--- src/rtl/sw_result_collector.sv ---
// Packs one summary record per finished SmithWaterman query into a small FIFO drained over valid/ready.
// Define SW_RESULT_CHECK_EN to cross-check the core's reported best match (drives err_o).
module sw_result_collector #(
    parameter int CALC_BIT      = 10,
    parameter int MAX_T_NUM_BIT = 8,
    parameter int Q_IDX_BIT     = 8,
    parameter int FIFO_DEPTH    = 4,
    parameter int RW            = Q_IDX_BIT + (MAX_T_NUM_BIT + 1) + MAX_T_NUM_BIT + CALC_BIT
) (
    input  logic                     clk,
    input  logic                     rst,
    input  logic                     start_i,
    input  logic                     busy_i,
    input  logic                     valid_i,
    input  logic [CALC_BIT-1:0]      result_i,
    input  logic                     change_q_i,
    input  logic [MAX_T_NUM_BIT-1:0] match_idx_i,
    input  logic [CALC_BIT-1:0]      max_result_i,
    output logic                     out_valid_o,
    input  logic                     out_ready_i,
    output logic [RW-1:0]            out_data_o,
    output logic                     done_o,
    output logic                     overflow_o,
    output logic                     err_o,
    output logic [1:0]               dbg_state_o
);
    localparam int AW = $clog2(FIFO_DEPTH);
    localparam int TW = MAX_T_NUM_BIT + 1;
    localparam logic [TW-1:0]        T_SAT   = {1'b1, {MAX_T_NUM_BIT{1'b0}}};
    localparam logic [TW-1:0]        T_ONE   = 1;
    localparam logic [Q_IDX_BIT-1:0] Q_ONE   = 1;
    localparam logic [AW:0]          P_ONE   = 1;
    localparam logic [AW:0]          DEPTH_P = FIFO_DEPTH;

    typedef enum logic [1:0] {
        S_IDLE = 2'd0,
        S_RUN  = 2'd1,
        S_DONE = 2'd2
    } state_e;

    state_e                 state_q, state_d;
    logic                   seen_busy_q, seen_busy_d;
    logic [Q_IDX_BIT-1:0]   q_idx_q, q_idx_d;
    logic [TW-1:0]          t_count_q, t_count_d;
    logic [AW:0]            wr_ptr_q, wr_ptr_d;
    logic [AW:0]            rd_ptr_q, rd_ptr_d;
    logic [RW-1:0]          mem_q [FIFO_DEPTH];
    logic [RW-1:0]          mem_d [FIFO_DEPTH];
    logic                   overflow_q, overflow_d;

    logic                   sample;
    logic                   push_req;
    logic                   push_ok;
    logic                   pop;
    logic                   full;
    logic                   empty;
    logic                   enter_run;
    logic [TW-1:0]          t_inc;

    assign sample    = (state_q == S_RUN) && valid_i;
    assign push_req  = sample && change_q_i;
    assign empty     = (wr_ptr_q == rd_ptr_q);
    assign full      = ((wr_ptr_q - rd_ptr_q) == DEPTH_P);
    assign pop       = !empty && out_ready_i;
    // A pop in the same cycle frees the slot the push needs.
    assign push_ok   = push_req && (!full || pop);
    assign enter_run = start_i && (state_q != S_RUN);
    assign t_inc     = (t_count_q == T_SAT) ? T_SAT : (t_count_q + T_ONE);

    always_comb begin
        state_d     = state_q;
        seen_busy_d = seen_busy_q;
        q_idx_d     = q_idx_q;
        t_count_d   = t_count_q;
        wr_ptr_d    = wr_ptr_q;
        rd_ptr_d    = rd_ptr_q;
        mem_d       = mem_q;
        overflow_d  = overflow_q;

        case (state_q)
            S_IDLE: if (start_i) state_d = S_RUN;
            S_RUN: begin
                if (busy_i) seen_busy_d = 1'b1;
                else if (seen_busy_q) state_d = S_DONE;
            end
            S_DONE: if (start_i) state_d = S_RUN;
            default: state_d = S_IDLE;
        endcase

        if (sample) begin
            if (change_q_i) begin
                q_idx_d   = q_idx_q + Q_ONE;
                t_count_d = '0;
            end else begin
                t_count_d = t_inc;
            end
        end

        if (push_ok) begin
            mem_d[wr_ptr_q[AW-1:0]] = {q_idx_q, t_inc, match_idx_i, max_result_i};
            wr_ptr_d = wr_ptr_q + P_ONE;
        end
        if (push_req && !push_ok) overflow_d = 1'b1;
        if (pop) rd_ptr_d = rd_ptr_q + P_ONE;

        if (enter_run) begin
            q_idx_d     = '0;
            t_count_d   = '0;
            overflow_d  = 1'b0;
            seen_busy_d = 1'b0;
        end
    end

    always_ff @(posedge clk) begin
        if (rst) begin
            state_q     <= S_IDLE;
            seen_busy_q <= 1'b0;
            q_idx_q     <= '0;
            t_count_q   <= '0;
            wr_ptr_q    <= '0;
            rd_ptr_q    <= '0;
            mem_q       <= '{default: '0};
            overflow_q  <= 1'b0;
        end else begin
            state_q     <= state_d;
            seen_busy_q <= seen_busy_d;
            q_idx_q     <= q_idx_d;
            t_count_q   <= t_count_d;
            wr_ptr_q    <= wr_ptr_d;
            rd_ptr_q    <= rd_ptr_d;
            mem_q       <= mem_d;
            overflow_q  <= overflow_d;
        end
    end

`ifdef SW_RESULT_CHECK_EN
    logic [CALC_BIT-1:0]      trk_max_q, trk_max_d;
    logic [MAX_T_NUM_BIT-1:0] trk_idx_q, trk_idx_d;
    logic                     trk_vld_q, trk_vld_d;
    logic                     err_q, err_d;
    logic [CALC_BIT-1:0]      cand_max;
    logic [MAX_T_NUM_BIT-1:0] cand_idx;

    // Candidate includes the current sample so the closing score is part of the check.
    always_comb begin
        cand_max  = trk_max_q;
        cand_idx  = trk_idx_q;
        trk_max_d = trk_max_q;
        trk_idx_d = trk_idx_q;
        trk_vld_d = trk_vld_q;
        err_d     = err_q;
        if (!trk_vld_q || (result_i > trk_max_q)) begin
            cand_max = result_i;
            cand_idx = t_count_q[MAX_T_NUM_BIT-1:0];
        end
        if (sample) begin
            if (change_q_i) begin
                trk_vld_d = 1'b0;
                if ((cand_max != max_result_i) || (cand_idx != match_idx_i)) err_d = 1'b1;
            end else begin
                trk_max_d = cand_max;
                trk_idx_d = cand_idx;
                trk_vld_d = 1'b1;
            end
        end
        if (enter_run) begin
            trk_vld_d = 1'b0;
            err_d     = 1'b0;
        end
    end

    always_ff @(posedge clk) begin
        if (rst) begin
            trk_max_q <= '0;
            trk_idx_q <= '0;
            trk_vld_q <= 1'b0;
            err_q     <= 1'b0;
        end else begin
            trk_max_q <= trk_max_d;
            trk_idx_q <= trk_idx_d;
            trk_vld_q <= trk_vld_d;
            err_q     <= err_d;
        end
    end

    assign err_o = err_q;
`else
    assign err_o = 1'b0;
`endif

    assign out_valid_o = !empty;
    assign out_data_o  = mem_q[rd_ptr_q[AW-1:0]];
    assign done_o      = (state_q == S_DONE);
    assign overflow_o  = overflow_q;
    assign dbg_state_o = state_q;

endmodule

--- config.mk ---
export PLATFORM = sky130hd
export DESIGN_NAME = sw_result_collector
export DESIGN_NICKNAME = d
export VERILOG_FILES = /design/src/rtl/sw_result_collector.sv
export SDC_FILE = /design/constraint.sdc
export NUM_CORES = 1
export LEC_CHECK = 0
export CELL_PAD_IN_SITES_DETAIL_PLACEMENT = 1
export CELL_PAD_IN_SITES_GLOBAL_PLACEMENT = 1
export CORE_MARGIN = 1.5
export CORE_UTILIZATION = 39
export DETAILED_ROUTE_END_ITERATION = 7
export PLACE_DENSITY = 0.8
export SYNTH_ARGS = -nofsm -noshare
export SYNTH_HDL_FRONTEND = slang
export SYNTH_SLANG_ARGS = --single-unit
export TNS_END_PERCENT = 30
--- constraint.sdc ---
create_clock -name clk -period 2.4 [get_ports clk]
set_input_delay 0.48 -clock clk [delete_from_list [all_inputs] [get_ports clk]]
set_output_delay 0.48 -clock clk [all_outputs]
set_load 0.01 [all_outputs]
# After elaboration in Yosys (flattened, before gate mapping)
# Index checks and enable logic that the tools add are counted.
# op_classes
n_reduce_logical	17
order_cmp	3
n_div	0
addsub	5
multipliers	0
n_eq_ne	9
mux	12
shifts	0
n_bitwise	2
# ops
op	n
bitwise mux 140 bit	1
two-way mux 35 bit	3
binary-select mux 35 bit (select 2 bit)	1
demux 35 bit (select 2 bit)	1
two-way mux 9 bit	2
adder 9 x 1 -> 9 bit (second input constant)	1
equality test 9 bit (second input constant)	1
adder 8 x 1 -> 8 bit (second input constant)	1
logical AND 1 bit	7
adder 3 x 1 -> 3 bit (second input constant)	2
greater-or-equal comparator 3 bit (second input constant)	2
two-way mux 2 bit	3
inverter 2 -> 3 bit	2
!= test 2 x 1 -> 1 bit (second input constant)	2
!= test 2 bit (second input constant)	2
case mux 2 bit (2 select lines)	1
AND reduction 2 bit	2
OR reduction 2 bit	2
equality test 3 bit	1
equality test 3 bit (second input constant)	1
logical NOT 1 bit	3
< comparator 3 x 1 -> 1 bit (second input constant)	1
AND reduction 3 bit	1
subtractor 3 bit	1
other kinds (4)	4
# totals
elab_cells	59
romBits	0
out_inout_bits	41
latch_bits	0
ff_bits	167
memories	0
in_bits	35
mem_bits_rw	0

# Longest topological paths before layout
# depth
word_depth	7
depth_mapped	11
depth_no_buf	6

# Worst setup path after synthesis
# No wires, ideal clock.
# synth_timing
path_type	register to register
startpoint	reg rd_ptr_q[1]
endpoint	reg mem_q[86] in the netlist's numbering
path_slack_ps	-28
period_less_slack_ps	2428
stages_incl_launch_ff	12
arrival_time_ps	2298
n_path_buf	5
required_ps	2269
setup_ps	131
path_cell_list	dfxtp_1 > buf_2 > buf_2 > inv_1 > ha_1 > nand2_1 > o41a_1 > buf_2 > buf_2 > buf_2 > nand3_1 > a21oi_2
# synth_between
elab_chain_len	5
word_cells_on_any_way	8
classes_between	add/sub (1); eq/ne (2); reduce/logical (5)
# synth_lines
element	line	source
start, declared	46	logic [AW:0] rd_ptr_q, rd_ptr_d;
start signal, assigned	130	rd_ptr_q <= rd_ptr_d;
subtractor 3 bit / equality test 3 bit (equally long branches)	63, 62	
equality test 3 bit / logical NOT 1 bit (equally long branches)	63, 64	
logical NOT 1 bit / logical AND 1 bit (equally long branches)	66, 64	
logical OR 1 bit (*)	66	assign push_ok = push_req && (!full || pop);
logical AND 1 bit (*)	66	
end signal, assigned	131	mem_q <= mem_d;
end, declared	47	logic [RW-1:0] mem_q [FIFO_DEPTH];
# Every way passes the cells marked *; elsewhere a longest branch is shown, timed or not.
# A chain may end at the register's enable or synchronous reset.

# Worst setup path in the final report
# layout_timing
startpoint	reg rd_ptr_q[1]
endpoint	out out_data_o[26]
# layout_between
elab_chain_len	4
# layout_lines
element	line	source
inverter 2 -> 3 bit (implied by the code)	192	assign out_data_o = mem_q[rd_ptr_q[AW-1:0]];
binary-select mux 35 bit (select 2 bit)	192	
two-way mux 35 bit (implied by the code) (2 in series)	192	
end, declared	21	output logic [RW-1:0] out_data_o,
# No other way between the ends. The select of a mux whose other input is x is not followed.

==> run summary <==
Asr flop ratio synth - 0%
Maximum clock rate - 0.4232 GHz
Placed cell area - 0.008673 mm2
Total CTS buffers - 17
Wirelength, routed - 23890 um
Tcrit/Tclk final - 98.46%
Post-detailed-route wirelength per cell - 20.63 um
Critical register-to-register path startpoint - rd_ptr_q[1]
GPL Wtd Cong - 0.7879
First-pass GRT wire length - 38180 um
Avg Inst Size Synth - 8.982 um2
Largest net degree at the start of global routing - 85
Number of global-route vias before repair - 7159
Die ar. - 0.02042 mm2
Number of enable flip-flop cells after synthesis - 0
FF-to-FF End - mem_q[33]
Worst-skew pair later-pin latency - 0.44 ns
Power per cell area - 671.1 mW/mm2
Layout cells sized above 1 - 14.83%
Die width - 142.9 um
Synth Area in Simple Gates - 13.93%
Layout Nets - 930
Detailed placement HPWL - 14130 um
Critical Path RT - 1.92 ns
Grt ovf - 0
Fin cells - 1158
Largest family of logic cells by synthesized area - compound AO/OA/AOI/OAI gates
Final setup viols - 0
Clock-pin slew of the registers on the worst-case setup and hold paths - 0.07 ns
ANT nets after route - 0
Worst reg2reg path depth - 9
Root buf cell - clkbuf_16
Worst Path Arrival - 1.88 ns
Met2 Wirelength - 12120 um
Initial core utilization - 40.28%
Top layer in use - met4
DRC - 0
Core footprint - 0.01896 mm2
Total number of H-tree levels - 4
Pre-CTS setup slack - 0.02433 ns
Final Hold Violating Endpoints - 0
Number of synthesized register bits - 167
Max-capacitance violation count - 0
Post-layout min period - 2.363 ns
Design area - 0.009339 mm2
Initial antenna violation count - 0
Worst vdd ir - 0.5957 mV
Distinct cells, synth - 49
Worst hold path cell count - 2
CTS Sinks - 167
Port bufs - 64
Die Y-Extent - 142.9 um
Filler cells - 2163
Synth Instances - 850
CTS tree - built
WHS Endpoint - mem_q[30]
Number of DRC markers in iteration 0 - 493
Hold_sp - mem_q[30]
Worst setup SP type - register
Fin worst setup slack - 0.03706 ns
Mapped Nets - 895
Placed cells - 1121
Status - completed
Io pins - 76
Area grow syn2layout - 22.32%
Met3 routed WL - 925 um
Total vias in the final route - 6892
Adder-Cell Fraction of Synth Area - 1.639%
Total GRT Usage - 24.01%
Multiplexer share of the synthesized area - 11.00%
First-pass DRT Iterations - 4
Lkg Pwr - 0.003041 uW
Least-Margin Pin Slew - 0.5812 ns
Routed length on met1 - 10530 um
Synth Area in XOR/XNOR - 1.835%
Pins over their slew limit - 0
Fin Hold WS - 0.4737 ns
Cell Rows - 50
Routed vias/inst - 5.952
Post-synthesis sequential area ratio - 43.79%
Mapped Area - 0.007635 mm2
Worst Clk Skew - 0.01114 ns
Yosys Warn Count - 0
CP Max Fanout - 6
Critical setup path kind - register to output port
Max clock buf depth - 2
Min-Delay Path Class - register to register
Most used DFF post-synth - dfxtp_1
Max transition margin - 61.25%
Post-synthesis compound-gate area fraction - 22.03%
RSZ-0062 raised after global routing - yes
Power Total - 6267 uW
Reg2Reg Setup Slack - 0.12 ns
CP endpoint kind - output port
cell type report:
class                      instances  area [um2]  area share [%]
antenna                            1       2.502         0.02680
clock buffer                      19       442.9           4.743
clock inverter                    12       166.4           1.782
inverter                           7       26.28          0.2814
multi-input combinational        584        3872           41.47
sequential                       167        3349           35.87
tap                              260       325.3           3.483
timing repair buffer             108        1154           12.35
cells in the final DEF (no fill, tap or decap), drive strengths merged, types with 11 or more instances in the layout:
| cell type | n |
|---|---|
| nor3 | 17 |
| inv | 11 |
| dfxtp | 167 |
| clkbuf | 20 |
| a21oi | 152 |
| nand2 | 11 |
| clkdlybuf4s50 | 27 |
| mux4 | 35 |
| o21ai | 127 |
| dlygate4sd2 | 17 |
| nor2 | 30 |
| a211oi | 17 |
| nand3 | 124 |
| buf | 45 |
| clkdlybuf4s15 | 18 |
synth_stat cells, types with 9 or more instances:
cell,n,area [um2]
a211oi_1,17,127.6
a21oi_1,151,755.7
buf_1,11,41.29
buf_2,21,105.1
clkbuf_1,47,176.4
dfxtp_1,167,3343
ha_1,10,125.1
mux4_2,35,788.3
nand2_1,11,41.29
nand3_1,124,620.6
nor2_1,28,105.1
nor3_1,9,45.04
o21ai_0,119,595.6
xor2_1,10,87.58
registers in the layout (all words and copies together), names as in the netlist:
register and count:
dbg_state_o 2, mem_q 140, overflow_o 1, q_idx_q 8, rd_ptr_q 3, seen_busy_q 1
t_count_q 9, wr_ptr_q 3
cells by family after synthesis:
group / after synthesis
xor+xnor: 16
buf+inv: 99
other cells: 1
mux: 40
flops: 167
fa+ha+maj: 10
simple gates: 204
compound gates: 313
repair_timing:
| action | 4_1_cts | 5_1_grt |
|---|---|---|
| hold buffers | 0 | 0 |
| setup endpoints to repair | 36 | 70 |
| pin swaps | 0 | 2 |
| setup buffers | 0 | 4 |
| resized for setup | 44 | 20 |
| cloned | 1 | 0 |
critical path, stage by stage, from the launching register on:
cell           delay [ns]
dfxtp_4              0.45
buf_6                0.17
mux4_2               0.52
dlygate4sd2_1        0.30
worst max-delay path by stage:
stage,start,endpoint,slack [ns],cells past startpoint
floorplan,rd_ptr_q[1],mem_q[86],0.05,11
detailed placement,change_q_i,mem_q[114],0.02,6
global placement,out_ready_i,mem_q[136],0.08,6
finish,rd_ptr_q[1],out_data_o[26],0.04,3
global route,rd_ptr_q[1],out_data_o[26],-0.003,3
CTS,rd_ptr_q[1],out_data_o[22],-0.03,3
through the flow:
step           setup TNS, ns  util (%)
2_1_floorplan              0         -
3_3_place_gp               0     45.76
3_5_place_dp               0     45.76
4_1_cts              -0.1853     48.99
5_1_grt            -0.004653     49.25
6_report                   0     49.27
layer usage:
metal / vias to the layer above / global-route usage (%)
met5: - / 0
met4: 0 / 6.891
met3: 28 / 4.225
met2: 148 / 42.03
met1: 3515 / 30.19
li1: 3201 / -
where the power goes:
part / internal, uW / leakage (uW) / total (uW) / switching [uW]
Sequential: 2790 / 0.00135 / 2810 / 20.3
Clock: 1680 / 0.000290 / 2870 / 1190
Combinational: 212 / 0.00140 / 579 / 367
Total: 4690 / 0.00304 / 6270 / 1580
(Power assumes the default switching activity.)
